===== config.mk =====
export PLATFORM = sky130hd
export DESIGN_NAME = uart_tx_src_arb_flat
export DESIGN_NICKNAME = d
export VERILOG_FILES = /design/src/rtl/uart_tx_src_arb_if.sv /design/src/rtl/uart_tx_src_arb.sv /design/src/flat_wrapper.sv
export SDC_FILE = /design/constraint.sdc
export NUM_CORES = 1
export LEC_CHECK = 0
export ABC_AREA = 1
export CAP_MARGIN = 20
export CORE_MARGIN = 2
export CORE_UTILIZATION = 30
export DETAILED_ROUTE_END_ITERATION = 6
export SLEW_MARGIN = 40
export SYNTH_ARGS = -nofsm -noshare
export SYNTH_HDL_FRONTEND = slang
export SYNTH_SLANG_ARGS = --single-unit

===== constraint.sdc =====
create_clock -name clk -period 5.4 [get_ports clk]
set_clock_uncertainty 0.05 [all_clocks]
set_input_delay 0.54 -clock clk [delete_from_list [all_inputs] [get_ports clk]]
set_output_delay 0.54 -clock clk [all_outputs]
set_load 0.005 [all_outputs]

===== src/rtl/uart_tx_src_arb_if.sv =====
// ---------------------------------------------------------------------------
// uart_tx_src_arb_if
// Bus bundle between the byte sources, the source arbiter/FIFO and uart_tx.
//
// Signals:
//   src_data   [NUM_SRC*DATA_W] source i occupies bits [i*DATA_W +: DATA_W]
//   src_valid  [NUM_SRC]        source i offers a byte
//   src_ready  [NUM_SRC]        one-hot or zero grant back to the sources
//   grant_id   [clog2(NUM_SRC)] index of the current grant, 0 when none
//   tx_data    [DATA_W]         byte presented to uart_tx, held between loads
//   tx_start                    one-cycle transmit request
//   tx_busy                     uart_tx is shifting a frame
//   fifo_count [clog2(DEPTH)+1] occupied FIFO entries
//   fifo_full / fifo_empty      FIFO status flags
//
// Modports: master = source/transmitter side, slave = arbiter block.
// ---------------------------------------------------------------------------
interface uart_tx_src_arb_if #(
  parameter int DATA_W  = 8,
  parameter int NUM_SRC = 4,
  parameter int DEPTH   = 4
);
  localparam int SEL_W = $clog2(NUM_SRC);
  localparam int CNT_W = $clog2(DEPTH) + 1;

  logic [NUM_SRC*DATA_W-1:0] src_data;
  logic [NUM_SRC-1:0]        src_valid;
  logic [NUM_SRC-1:0]        src_ready;
  logic [SEL_W-1:0]          grant_id;
  logic [DATA_W-1:0]         tx_data;
  logic                      tx_start;
  logic                      tx_busy;
  logic [CNT_W-1:0]          fifo_count;
  logic                      fifo_full;
  logic                      fifo_empty;

  modport master (
    output src_data, src_valid, tx_busy,
    input  src_ready, grant_id, tx_data, tx_start, fifo_count, fifo_full, fifo_empty
  );

  modport slave (
    input  src_data, src_valid, tx_busy,
    output src_ready, grant_id, tx_data, tx_start, fifo_count, fifo_full, fifo_empty
  );
endinterface


===== src/rtl/uart_tx_src_arb.sv =====
// ---------------------------------------------------------------------------
// uart_tx_src_arb
// Arbitrates NUM_SRC byte sources (valid/ready) into a DEPTH-entry FIFO and
// feeds uart_tx with a held tx_data byte plus a one-cycle tx_start pulse,
// paced by tx_busy.
//
// Ports:
//   clk    system clock, rising edge
//   rst_n  asynchronous active-low reset
//   bus    uart_tx_src_arb_if.slave (source handshake, tx side, FIFO status)
//
// Build option:
//   UART_TX_ARB_FIXED_PRIO_EN  defined   -> fixed priority, lowest index wins
//                              undefined -> round-robin starting after the
//                                           most recently served source
// ---------------------------------------------------------------------------
module uart_tx_src_arb #(
  parameter int DATA_W  = 8,
  parameter int NUM_SRC = 4,
  parameter int DEPTH   = 4
) (
  input  logic             clk,
  input  logic             rst_n,
  uart_tx_src_arb_if.slave bus
);
  localparam int SEL_W = $clog2(NUM_SRC);
  localparam int PTR_W = $clog2(DEPTH);
  localparam int CNT_W = PTR_W + 1;

  typedef enum logic [1:0] {IDLE, START, WAIT_BUSY, WAIT_DONE} state_t;

  state_t             state_q, state_d;
  logic [DATA_W-1:0]  mem [DEPTH];
  logic [PTR_W-1:0]   wr_ptr, rd_ptr;
  logic [CNT_W-1:0]   count;
  logic               fifo_full, fifo_empty;
  logic [DATA_W-1:0]  tx_data_p0;
  logic               tx_start_p0;
  logic               grant_vld;
  logic [SEL_W-1:0]   grant;
  logic [NUM_SRC-1:0] ready;
  logic [DATA_W-1:0]  push_data;
  logic               push, pop;
  int                 base;

  assign fifo_full  = (count == CNT_W'(DEPTH));
  assign fifo_empty = (count == '0);

`ifdef UART_TX_ARB_FIXED_PRIO_EN
  // Fixed priority: the search always begins at source 0.
  assign base = 0;
`else
  // Round-robin: the search begins just after the last source served.
  logic [SEL_W-1:0] rr_last;

  assign base = int'(rr_last) + 1;

  always_ff @(posedge clk or negedge rst_n) begin
    if (!rst_n) begin
      rr_last <= SEL_W'(NUM_SRC - 1);
    end else if (push) begin
      rr_last <= grant;
    end
  end
`endif

  // Grant the first valid source from the search origin. Only the registered
  // full flag blocks the grant, so a pop never frees a slot in the same cycle.
  // The grant is also suppressed while reset is held so src_ready reads zero.
  always_comb begin
    logic [SEL_W-1:0] idx;
    idx       = '0;
    grant_vld = 1'b0;
    grant     = '0;
    for (int k = 0; k < NUM_SRC; k++) begin
      idx = SEL_W'((base + k) % NUM_SRC);
      if (!grant_vld && bus.src_valid[idx]) begin
        grant_vld = 1'b1;
        grant     = idx;
      end
    end
    if (fifo_full || !rst_n) begin
      grant_vld = 1'b0;
      grant     = '0;
    end
  end

  always_comb begin
    ready     = '0;
    push_data = '0;
    for (int i = 0; i < NUM_SRC; i++) begin
      if (grant_vld && (grant == SEL_W'(i))) begin
        ready[i]  = 1'b1;
        push_data = bus.src_data[i*DATA_W +: DATA_W];
      end
    end
  end

  assign push = |(ready & bus.src_valid);

  // Output FSM: one pop per frame, then wait for uart_tx to go busy and idle.
  always_comb begin
    state_d = state_q;
    pop     = 1'b0;
    unique case (state_q)
      IDLE: begin
        if (!fifo_empty && !bus.tx_busy) begin
          pop     = 1'b1;
          state_d = START;
        end
      end
      START:     state_d = WAIT_BUSY;
      WAIT_BUSY: if (bus.tx_busy)  state_d = WAIT_DONE;
      WAIT_DONE: if (!bus.tx_busy) state_d = IDLE;
      default:   state_d = IDLE;
    endcase
  end

  // FIFO storage carries data only and is not reset.
  always_ff @(posedge clk) begin
    if (push) begin
      mem[wr_ptr] <= push_data;
    end
  end

  // Stage p0: FIFO control, FSM state and the registered tx outputs.
  always_ff @(posedge clk or negedge rst_n) begin
    if (!rst_n) begin
      state_q     <= IDLE;
      wr_ptr      <= '0;
      rd_ptr      <= '0;
      count       <= '0;
      tx_data_p0  <= '0;
      tx_start_p0 <= 1'b0;
    end else begin
      state_q     <= state_d;
      tx_start_p0 <= pop;
      if (pop) begin
        tx_data_p0 <= mem[rd_ptr];
        rd_ptr     <= rd_ptr + PTR_W'(1);
      end
      if (push) begin
        wr_ptr <= wr_ptr + PTR_W'(1);
      end
      if (push && !pop) begin
        count <= count + CNT_W'(1);
      end else if (pop && !push) begin
        count <= count - CNT_W'(1);
      end
    end
  end

  assign bus.src_ready  = ready;
  assign bus.grant_id   = grant;
  assign bus.tx_data    = tx_data_p0;
  assign bus.tx_start   = tx_start_p0;
  assign bus.fifo_count = count;
  assign bus.fifo_full  = fifo_full;
  assign bus.fifo_empty = fifo_empty;
endmodule


===== src/flat_wrapper.sv =====
// flat-port wrapper written by rule: the top's interface ports become plain ports
module uart_tx_src_arb_flat 
#(
  parameter int DATA_W  = 8,
  parameter int NUM_SRC = 4,
  parameter int DEPTH   = 4
)
  (clk, rst_n, bus_src_data, bus_src_valid, bus_tx_busy, bus_src_ready, bus_grant_id, bus_tx_data, bus_tx_start, bus_fifo_count, bus_fifo_full, bus_fifo_empty);
  uart_tx_src_arb_if #(.DATA_W(DATA_W), .NUM_SRC(NUM_SRC), .DEPTH(DEPTH)) bus_i ();
  input  logic clk;
  input  logic rst_n;
  input wire logic [$bits(bus_i.src_data)-1:0] bus_src_data;
  input wire logic [$bits(bus_i.src_valid)-1:0] bus_src_valid;
  input wire logic [$bits(bus_i.tx_busy)-1:0] bus_tx_busy;
  output wire logic [$bits(bus_i.src_ready)-1:0] bus_src_ready;
  output wire logic [$bits(bus_i.grant_id)-1:0] bus_grant_id;
  output wire logic [$bits(bus_i.tx_data)-1:0] bus_tx_data;
  output wire logic [$bits(bus_i.tx_start)-1:0] bus_tx_start;
  output wire logic [$bits(bus_i.fifo_count)-1:0] bus_fifo_count;
  output wire logic [$bits(bus_i.fifo_full)-1:0] bus_fifo_full;
  output wire logic [$bits(bus_i.fifo_empty)-1:0] bus_fifo_empty;
  assign bus_i.src_data = bus_src_data;
  assign bus_i.src_valid = bus_src_valid;
  assign bus_i.tx_busy = bus_tx_busy;
  assign bus_src_ready = bus_i.src_ready;
  assign bus_grant_id = bus_i.grant_id;
  assign bus_tx_data = bus_i.tx_data;
  assign bus_tx_start = bus_i.tx_start;
  assign bus_fifo_count = bus_i.fifo_count;
  assign bus_fifo_full = bus_i.fifo_full;
  assign bus_fifo_empty = bus_i.fifo_empty;
  uart_tx_src_arb #(.DATA_W(DATA_W), .NUM_SRC(NUM_SRC), .DEPTH(DEPTH)) u_core (.clk(clk), .rst_n(rst_n), .bus(bus_i));
endmodule

# Yosys cells after proc, flatten, opt, wreduce, memory -nomap -nowiden
# Memories as Yosys holds them, arrays and structs flattened. A register that Yosys moved wholly into a read port is not among the register bits.
# Index checks and enable logic that the tools add are counted.
[word_totals]
reg_bits = 12
mem_bits_rw = 32
output_inout_bits = 20
in_bits = 39
n_memories = 1
[op_classes]
n_reduce_logical = 26
n_lt_le_gt_ge = 4
bitwise_logic = 1
muxes = 36
add_sub_neg = 8
n_eq_ne = 10
[memory_table]
columns = ["memory", "depth", "word_bits", "read_ports", "rd_clocked_by_memory_dff", "write_ports", "line_no", "text"]
rows = [
  ["u_core.mem", 4, 8, 1, 1, 1, "uart_tx_src_arb.sv:33", "logic [DATA_W-1:0] mem [DEPTH];"],
]
[op_table]
columns = ["operator", "count"]
rows = [
  ["2-to-1 mux 8 bit", 4],
  ["2-to-1 mux 1 bit", 17],
  ["2-to-1 mux 2 bit", 8],
  ["less-than comparator 2 x 3 -> 1 bit, second input constant", 4],
  ["logical AND 1 bit", 10],
  ["zero test 1 bit", 9],
  ["adder 2 x 1 -> 2 bit, second input constant", 4],
  ["binary-select mux 1 bit (select 2 bit)", 4],
  ["equality test 2 bit, second input constant", 4],
  ["case mux 2 bit (4 select lines)", 1],
  ["2-to-1 mux 3 bit", 2],
  ["adder 2 bit, second input constant", 2],
  ["AND 4 bit", 1],
  ["equality test 2 x 1 -> 1 bit, second input constant", 2],
  ["zero test 2 bit", 2],
  ["inequality test 2 bit, second input constant", 2],
  ["OR reduction 4 bit", 1],
  ["adder 3 x 1 -> 3 bit, second input constant", 1],
  ["equality test 3 bit, second input constant", 1],
  ["zero test 3 bit", 1],
  ["AND reduction 3 bit", 1],
  ["subtractor 3 x 1 -> 3 bit, second input constant", 1],
  ["inequality test 2 x 1 -> 1 bit, second input constant", 1],
  ["nonzero test 2 bit", 1],
  ["logical OR 1 bit", 1],
]

# Longest topological paths before layout
# Gate-level depths: netlist of run 1.
[logic_depth]
ltp_word = 23
ltp_mapped = 16

# Worst setup path after synthesis of run 1
# OpenSTA, ideal clock, no wires.
[synth_path]
path_kind = "register to register"
startpoint = "register u_core.rr_last[0]"
endpoint = "register u_core.count[1] (netlist: u_core.bus.fifo_count[1])"
period_less_slack_ps = 2400
t_required_ps = 5225
t_arrival_ps = 2225
path_stages_with_launch = 15
path_buffers = 1
setup_slack_ps = 3000
cell_sequence = "dfstp_2 buf_6 inv_6 nand2_1 nand2_1 nand2_1 nand2_2 nor2_4 nand3_1 nand2_2 inv_2 ha_1 inv_1 fa_1 mux2_2"
[synth_between]
elab_chain_cells = 22
[synth_rtl]
columns = ["element", "line_no", "text"]
rows = [
  ["from (decl)", "uart_tx_src_arb.sv:54", "logic [SEL_W-1:0] rr_last;"],
  ["from (signal assigned)", "uart_tx_src_arb.sv:60", "rr_last <= SEL_W'(NUM_SRC - 1);"],
  ["from (signal assigned)", "uart_tx_src_arb.sv:62", "rr_last <= grant;"],
  ["adder 2 x 1 -> 2 bit (*)", "uart_tx_src_arb.sv:56", "assign base = int'(rr_last) + 1;"],
  ["branches (longest 16 deep; another with adder 2 bit)", "--", ""],
  ["AND 4 bit (*)", "uart_tx_src_arb.sv:99", "assign push = |(ready & bus.src_valid);"],
  ["OR reduction 4 bit (*)", "uart_tx_src_arb.sv:99", ""],
  ["net u_core.push", "uart_tx_src_arb.sv:43", "logic push, pop;"],
  ["zero test 1 bit", "uart_tx_src_arb.sv:147", "end else if (pop && !push) begin"],
  ["logical AND 1 bit", "uart_tx_src_arb.sv:147", ""],
  ["nonzero test 2 bit (no source line)", "--", ""],
  ["to (signal assigned)", "uart_tx_src_arb.sv:146", "count <= count + CNT_W'(1);"],
  ["to (signal assigned)", "uart_tx_src_arb.sv:148", "count <= count - CNT_W'(1);"],
  ["to (decl)", "uart_tx_src_arb.sv:35", "logic [CNT_W-1:0] count;"],
]
# Mark *: on every way through the listed nets, which the timed path passes. The select of a mux whose other input is x is not followed.
# A chain may end at the register's enable or synchronous reset.

# Worst setup path in the final report of run 1
[layout_path]
startpoint = "input port rst_n"
endpoint = "output port bus_src_ready[3]"
[layout_between]
elab_chain_cells = 6
[layout_rtl]
columns = ["element", "line_no", "text"]
rows = [
  ["from (decl)", "flat_wrapper.sv:11", "input logic rst_n;"],
  ["zero test 1 bit (no source line) (*)", "--", ""],
  ["logical OR 1 bit (*)", "uart_tx_src_arb.sv:82", "if (fifo_full || !rst_n) begin"],
  ["2-to-1 mux 2 bit", "uart_tx_src_arb.sv:82", ""],
  ["equality test 2 bit", "uart_tx_src_arb.sv:92", "if (grant_vld && (grant == SEL_W'(i))) begin"],
  ["logical AND 1 bit (*)", "uart_tx_src_arb.sv:92", ""],
  ["2-to-1 mux 1 bit (*)", "uart_tx_src_arb.sv:92", ""],
  ["to (decl)", "flat_wrapper.sv:15", "output wire logic [$bits(bus_i.src_ready)-1:0] bus_src_ready;"],
]
# Mark *: on every way between the ends. The rest lies on a longest branch, timed or not.

==> metrics, run 1 <==
vias post-DR=2189; combinational share of power=0.511; CTS tree=yes; maximum level of the CTS H-tree=2; worst hold path type=flop to flop; share of cells above drive strength 1=0.08611; synth cell count leaders=87 x nand2_1, 34 x nor2_1, 32 x edfxtp_1, 23 x inv_1, 18 x dfrtp_1; Flop pwr share=0.384; fin crit share=0.7251; Setup TNS Final=0 ns; Synth Register Bits=52; Post-CTS Resized=0; Total Routing Usage GR=0.1236; crit path kind=input port to primary output; Worst Tran Pin Value=between 0.7 and 0.8 ns; ANT nets after route=0; post-route cell area=approximately 3500 sq um; Root Driver=clkbuf_8; CTS Hold Bufs=0; clock share of power=0.106; leakage=between 1 and 1.5 nW; Die Wd=between 90 and 100 um; max-slew violations=0; Clock Path Buffers=2; FF/Latch Area=1464 sq um; asr flop ratio synth=0.3846; first-pass GRT wire length=about 9.9 mm; switching share of power=0.4247; routability cong.=0.8258; fillcell total=871; placed cell area=3417 sq um; global route overflow=0; sequential area share after synthesis=0.5316; die height=99.81 um; status=completed; Hold Path Origin=u_core.bus.tx_data[1]; Worst Path Buf+Inv=5; final setup violating endpoints=0; 1st-pass router iterations=4; DRC Markers=0; # nets final=roughly 410; row cnt=34; number of flops mapped to enable cells by yosys=32; critical path's top delay family=buffers and inverters; # diodes=0; worst stage delay on the critical path=0.61 ns; CP max stage cell=nor2_1; Worst setup EP type=primary output; clock sink count=between 50 and 60; CTS buffer count=5; area leader, netlist=edfxtp_1; clock latency on the worst-skew pair=slightly below 0.3 ns; initial core utilization=0.3127; Crit. Startpoint=rst_n; hpwl dp=4.345 mm; total wire length=about 5.8 mm; Final Critical Period=3.915 ns; Synth Net Count=approximately 350; number of max-cap violations=0; Area contributors post-synth=edfxtp_1 35%, dfrtp_1 16%, nand2_1 12%; cells after synthesis=between 300 and 400; Netlist cell types=30; FF-to-FF Start=u_core.bus.fifo_count[0]; vias per inst=~4.7; Primary FF master, synth=edfxtp_1; Power Density=roughly 570 nW/um^2; worst-path maximum fanout=21; Core Box Area=between 8000 and 9000 sq um; number of top-level pins=~60; largest net degree at the start of global routing=22; cells along the critical path=clkdlybuf4s50_1 -> buf_4 -> inv_1 -> nor2_1 -> nand2_1 -> inv_1 -> nand2_1 -> nor2_4 -> clkdlybuf4s50_1; Pint=around 1.2 mW; Max Clk Rate=255.4 MHz; Setup Buffers After CTS=0; Layout area overhead=27.49%; top cell type's share of synthesized area=0.3489; CP startpoint kind=input port; relative slew slack=0.4786; RSZ-0062 raised after global routing=no; Worst Path Required=approximately 4.8 ns; Cell Area, Synth=2754 sq um; WP data arrival=3.33 ns; initial antenna violation count=0; die footprint=9962 sq um; Mean Syn Cell Area=around 9 sq um; Multi-input gate area=1125 sq um; vias in the first global route=2147; WL/cell=around 12 um; Worst-path clk slew=0.09 ns; Synth Warn #=0; Starting DRT DRC Count=85; Port Buffer Count=58; count leader, synth=nand2_1; Worst IR Drop VDD=276.9 uV; final hold vios=0; sw power=roughly 0.85 mW
## layer usage
layer / up-vias / share of wire / global-route usage
met4: 0 / 0.0076 / 0.03583
li1: 1123 / - / -
met2: 70 / 0.43 / 0.1861
met3: 2 / 0.067 / 0.02855
met1: 994 / 0.49 / 0.1789
met5: - / 0 / 0
## tightest hold or removal path, stage by stage, from the launching register on
cell     delay, ns
dfrtp_1       0.35
nand2_1       0.05
nand2_1       0.05
## layout by cell type, fill, tap and decap left out, types with 14 or more instances in the layout
| master | instances |
|---|---|
| inv_1 | 23 |
| dfrtp_1 | 18 |
| nand3_1 | 16 |
| nor2_1 | 32 |
| o21ai_0 | 14 |
| nand4_1 | 17 |
| nand2_1 | 87 |
| clkdlybuf4s50_1 | 58 |
| edfxtp_1 | 32 |
## path summary, 6_finish.rpt
| check | slack, ns | cells past startpoint | endpoint |
|---|---|---|---|
| worst max-delay path | 1.48 | 9 | bus_src_ready[3] |
| worst min-delay path | 0.43 | 2 | u_core.bus.tx_data[1] |
| worst max register to register | 2.58 | 10 | u_core.bus.fifo_count[2] |
| worst min register to register | 0.43 | 2 | u_core.bus.tx_data[1] |
| max in group asynchronous | 4.49 | 2 | u_core.rr_last[0] |
| min in group asynchronous | 0.53 | 2 | u_core.state_q[0] |
## state kept, by name (all words and copies together), names as in the netlist
signal                 count
u_core.bus.fifo_count      3
u_core.bus.tx_data         8
u_core.bus.tx_start        1
u_core.mem                32
u_core.rd_ptr              2
u_core.rr_last             2
u_core.state_q             2
u_core.wr_ptr              2
## through the flow
| stage | std cells | utilization | worst slack, ns | hold slack [ns] | total power [mW] |
|---|---|---|---|---|---|
| global route | 468 | 0.3987 | 1.227 | 0.4809 | 2.201 |
| CTS | 468 | 0.3981 | 1.466 | 0.4401 | 2.025 |
| global placement | 460 | 0.3880 | 1.580 | 0.4142 | 1.784 |
| detailed placement | 460 | 0.3880 | 1.480 | 0.4158 | 1.808 |
| finish | 468 | 0.3987 | 1.485 | 0.4345 | 2.007 |
| floorplan | 304 | - | 3.000 | 0.1944 | 1.466 |
## cells by family after synthesis
logic type | Yosys count | synth area share
buffers and inverters | 39 | 0.06179
AND/OR/NAND/NOR | 170 | 0.2799
AO/OA/AOI/OAI | 28 | 0.06315
multiplexers | 1 | 0.004089
flip-flops | 52 | 0.5316
XOR/XNOR | 5 | 0.01590
adder cells (fa/ha/maj) | 9 | 0.04362
## power groups by stage
stage | registers, mW | clock network, mW | logic (mW)
after floorplan | 0.721 | 0 | 0.745
after global placement | 0.777 | 0 | 1.01
after detailed placement | 0.780 | 0 | 1.03
after CTS | 0.772 | 0.222 | 1.03
after global routing | 0.792 | 0.240 | 1.17
final | 0.770 | 0.212 | 1.02
## cell type report
class                      count  area share
sequential                    52      0.4170
multi-input combinational    213      0.3204
timing repair buffer          59      0.1675
tap                          108     0.03849
inverter                      28     0.03136
clock buffer                   6     0.02067
clock inverter                 2    0.004633
(Power assumes the default switching activity.)
==> inputs of run 2 (changes only) <==
Clock period 5.4 ns to 3.8 ns, I/O delays scaled along.
==> run 2 against run 1 <==
Compared with the run above: combinational power is 45% higher; critical path depth is 2 higher; cell count is 0.64% higher; sequential share of layout area is 0.47 points lower; sequential power is 42% higher; clock power is 61% higher; largest power group unchanged; via count is 1.7% higher; power is 45% higher; first-iteration DRC count is 7.1% lower; die area stayed put; largest cell class unchanged.
==> metrics, run 2 (same netlist as run 1, synthesis figures left out) <==
status=completed (unchanged); worst setup margin=0.5298 ns (was 1.485 ns); ANT nets after route=0 (unchanged); global route overflow=0 (unchanged); # diodes=0 (unchanged); WL/cell=12.54 um (was 12.37 um); Top reg by flops=u_core.mem (unchanged); sw power=1.220 mW (was 0.8523 mW); Setup TNS Final=0 ns (unchanged); clock sink count=52 (unchanged); Total Power=2.916 mW (was 2.007 mW); Layout area overhead=28.94% (was 27.49%); fin crit share=0.8606; vias in the first global route=2219 (was 2147); Worst path most repeated cell=nand2_1; final hold vios=0 (unchanged); Met2 Routed Length=2.593 mm (was 2.503 mm); CTS Hold Bufs=0 (unchanged); initial core utilization=0.3127 (unchanged); number of top-level pins=59 (unchanged); WHS=0.4172 ns (was 0.4345 ns); routability cong.=0.7970 (was 0.8258); CP startpoint kind=flop (was input port); commonest non-fill, non-tap cells in the layout=87 x nand2_1, 58 x clkdlybuf4s50_1, 32 x nor2_1, 32 x edfxtp_1, 23 x inv_1 (unchanged); 1st-pass router iterations=4 (unchanged); Setup Buffers After CTS=0 (unchanged); # nets final=410 (was 407); Root Driver=clkbuf_8 (unchanged); die footprint=9962 sq um (unchanged); Top Layer Used=met4 (unchanged); largest net degree at the start of global routing=21 (was 22); leakage=1.484 nW (was 1.457 nW); Die Wd=99.81 um (unchanged); initial antenna violation count=0 (unchanged); first-pass GRT wire length=10.01 mm (was 9.915 mm); DRC Markers=0 (unchanged); crit path kind=flop to primary output (was input port to primary output); number of max-cap violations=0 (unchanged); relative slew slack=0.4527 (was 0.4786); Flop pwr share=0.375 (was 0.384); clock latency on the worst-skew pair=0.30 ns (was 0.29 ns); combinational share of power=0.508 (was 0.511); Max Clk Rate=approximately 310 MHz; Routed met1 length=2.864 mm (was 2.853 mm); worst hold path type=input port to asynchronous set/reset pin (was flop to flop); placed cell area=3440 sq um (was 3417 sq um); total wire length=5.907 mm (was 5.789 mm); share of cells above drive strength 1=0.09366 (was 0.08611); die height=99.81 um (unchanged); R2R setup slack=1.12 ns (was 2.58 ns); Power Density=821.3 nW/um^2 (was 571.6 nW/um^2); clock share of power=0.117 (was 0.106); Worst Tran Pin Value=0.8179 ns (was 0.7793 ns); commonest non-fill, non-tap cell in the layout=nand2_1 (unchanged); CP max stage cell=dfstp_2 (was nor2_1); vias per inst=4.726 (was 4.677); Worst-path clk slew=0.09 ns (about the same); Multi-input gate area=1125 sq um (unchanged); row cnt=34 (unchanged); worst stage delay on the critical path=0.69 ns (was 0.61 ns); FF/Latch Area=1464 sq um (unchanged); Post-CTS Resized=0 (unchanged); Core Box Area=8806 sq um (unchanged); vias post-DR=2226 (was 2189); Port Buffer Count=58 (unchanged); Worst Path Buf+Inv=2 (was 5); final setup violating endpoints=0 (unchanged); RSZ-0062 raised after global routing=no (unchanged); WL met3=376 um (was 389 um); CTS tree=yes (unchanged); post-route cell area=3551 sq um (was 3511 sq um); Largest register FFs=32 (unchanged); Worst IR Drop VDD=370.7 uV (was 276.9 uV); fillcell total=878 (was 871); Final Critical Period=3.270 ns; CTS buffer count=5 (unchanged); dpl ws=0.7814 ns (was 1.480 ns); maximum level of the CTS H-tree=2 (unchanged); WP data arrival=2.84 ns (was 3.33 ns); max-slew violations=0 (unchanged); Worst Path Required=3.37 ns (was 4.81 ns); Clock Path Buffers=2 (unchanged); Starting DRT DRC Count=79 (was 85); switching share of power=0.4184 (was 0.4247); critical path's top delay family=simple AND/OR/NAND/NOR gates (was buffers and inverters); Total Routing Usage GR=0.1254 (was 0.1236); worst-path maximum fanout=11 (was 21); Worst setup EP type=primary output (unchanged); cells along the critical path=inv_6 -> nand2_1 -> nand2_1 -> nand2_1 -> nand2_2 -> nor2_4 -> nand3_2 -> nand2_1 -> nand2_1 -> nor2_4 -> clkdlybuf4s50_1 (was clkdlybuf4s50_1 -> buf_4 -> inv_1 -> nor2_1 -> nand2_1 -> inv_1 -> nand2_1 -> nor2_4 -> clkdlybuf4s50_1); hpwl dp=4.437 mm (was 4.345 mm); Pint=1.696 mW (was 1.154 mW)
## run 2: worst paths after layout
check,depth (start not counted),end,startpoint
worst min-delay path,2,u_core.bus.tx_data[1],rst_n
min in group clk,2,u_core.bus.tx_data[5],u_core.bus.tx_data[5]
worst max-delay path,11,bus_src_ready[3],u_core.rr_last[0]
worst min register to register,2,u_core.bus.tx_data[5],u_core.bus.tx_data[5]
worst max register to register,14,u_core.bus.fifo_count[2],u_core.rr_last[0]
max in group asynchronous,2,u_core.rr_last[0],rst_n
## run 2: per-stage QoR
step | util | instances
final | 0.4032 | 471
after global routing | 0.4032 | 471
after CTS | 0.4027 | 471
after detailed placement | 0.3906 | 463
after global placement | 0.3906 | 463
after floorplan | - | 304
## run 2: final cells by class
| cell class | count | area share |
|---|---|---|
| timing repair buffer | 62 | 0.1720 |
| clock buffer | 6 | 0.02643 |
| clock inverter | 2 | 0.003524 |
| multi-input combinational | 213 | 0.3168 |
| inverter | 28 | 0.03101 |
| tap | 108 | 0.03806 |
| sequential | 52 | 0.4123 |
## run 2: worst reg2reg max path, stage by stage, from the launching register on
cell and delay [ns]:
dfstp_2 0.69, inv_6 0.09, nand2_1 0.08, nand2_1 0.07
o21ai_1 0.20, inv_1 0.06, nand3_1 0.10, nand2_2 0.12
inv_2 0.12, ha_1 0.14, inv_1 0.06, fa_1 0.38
a21oi_1 0.14, o21ai_0 0.12, xor2_1 0.15
## run 2: per-layer routing
metal / global-route usage / vias up
met4: 0.03793 / 0
met5: 0 / -
met3: 0.02994 / 5
met2: 0.2048 / 72
met1: 0.1661 / 1018
li1: - / 1131
## run 2: power by group through the flow
stage	clock [mW]	sequential, mW	combinational [mW]
finish	0.342	1.09	1.48
floorplan	0	1.02	1.06
CTS	0.353	1.10	1.49
detailed placement	0	1.11	1.49
global route	0.376	1.13	1.69
global placement	0	1.10	1.45
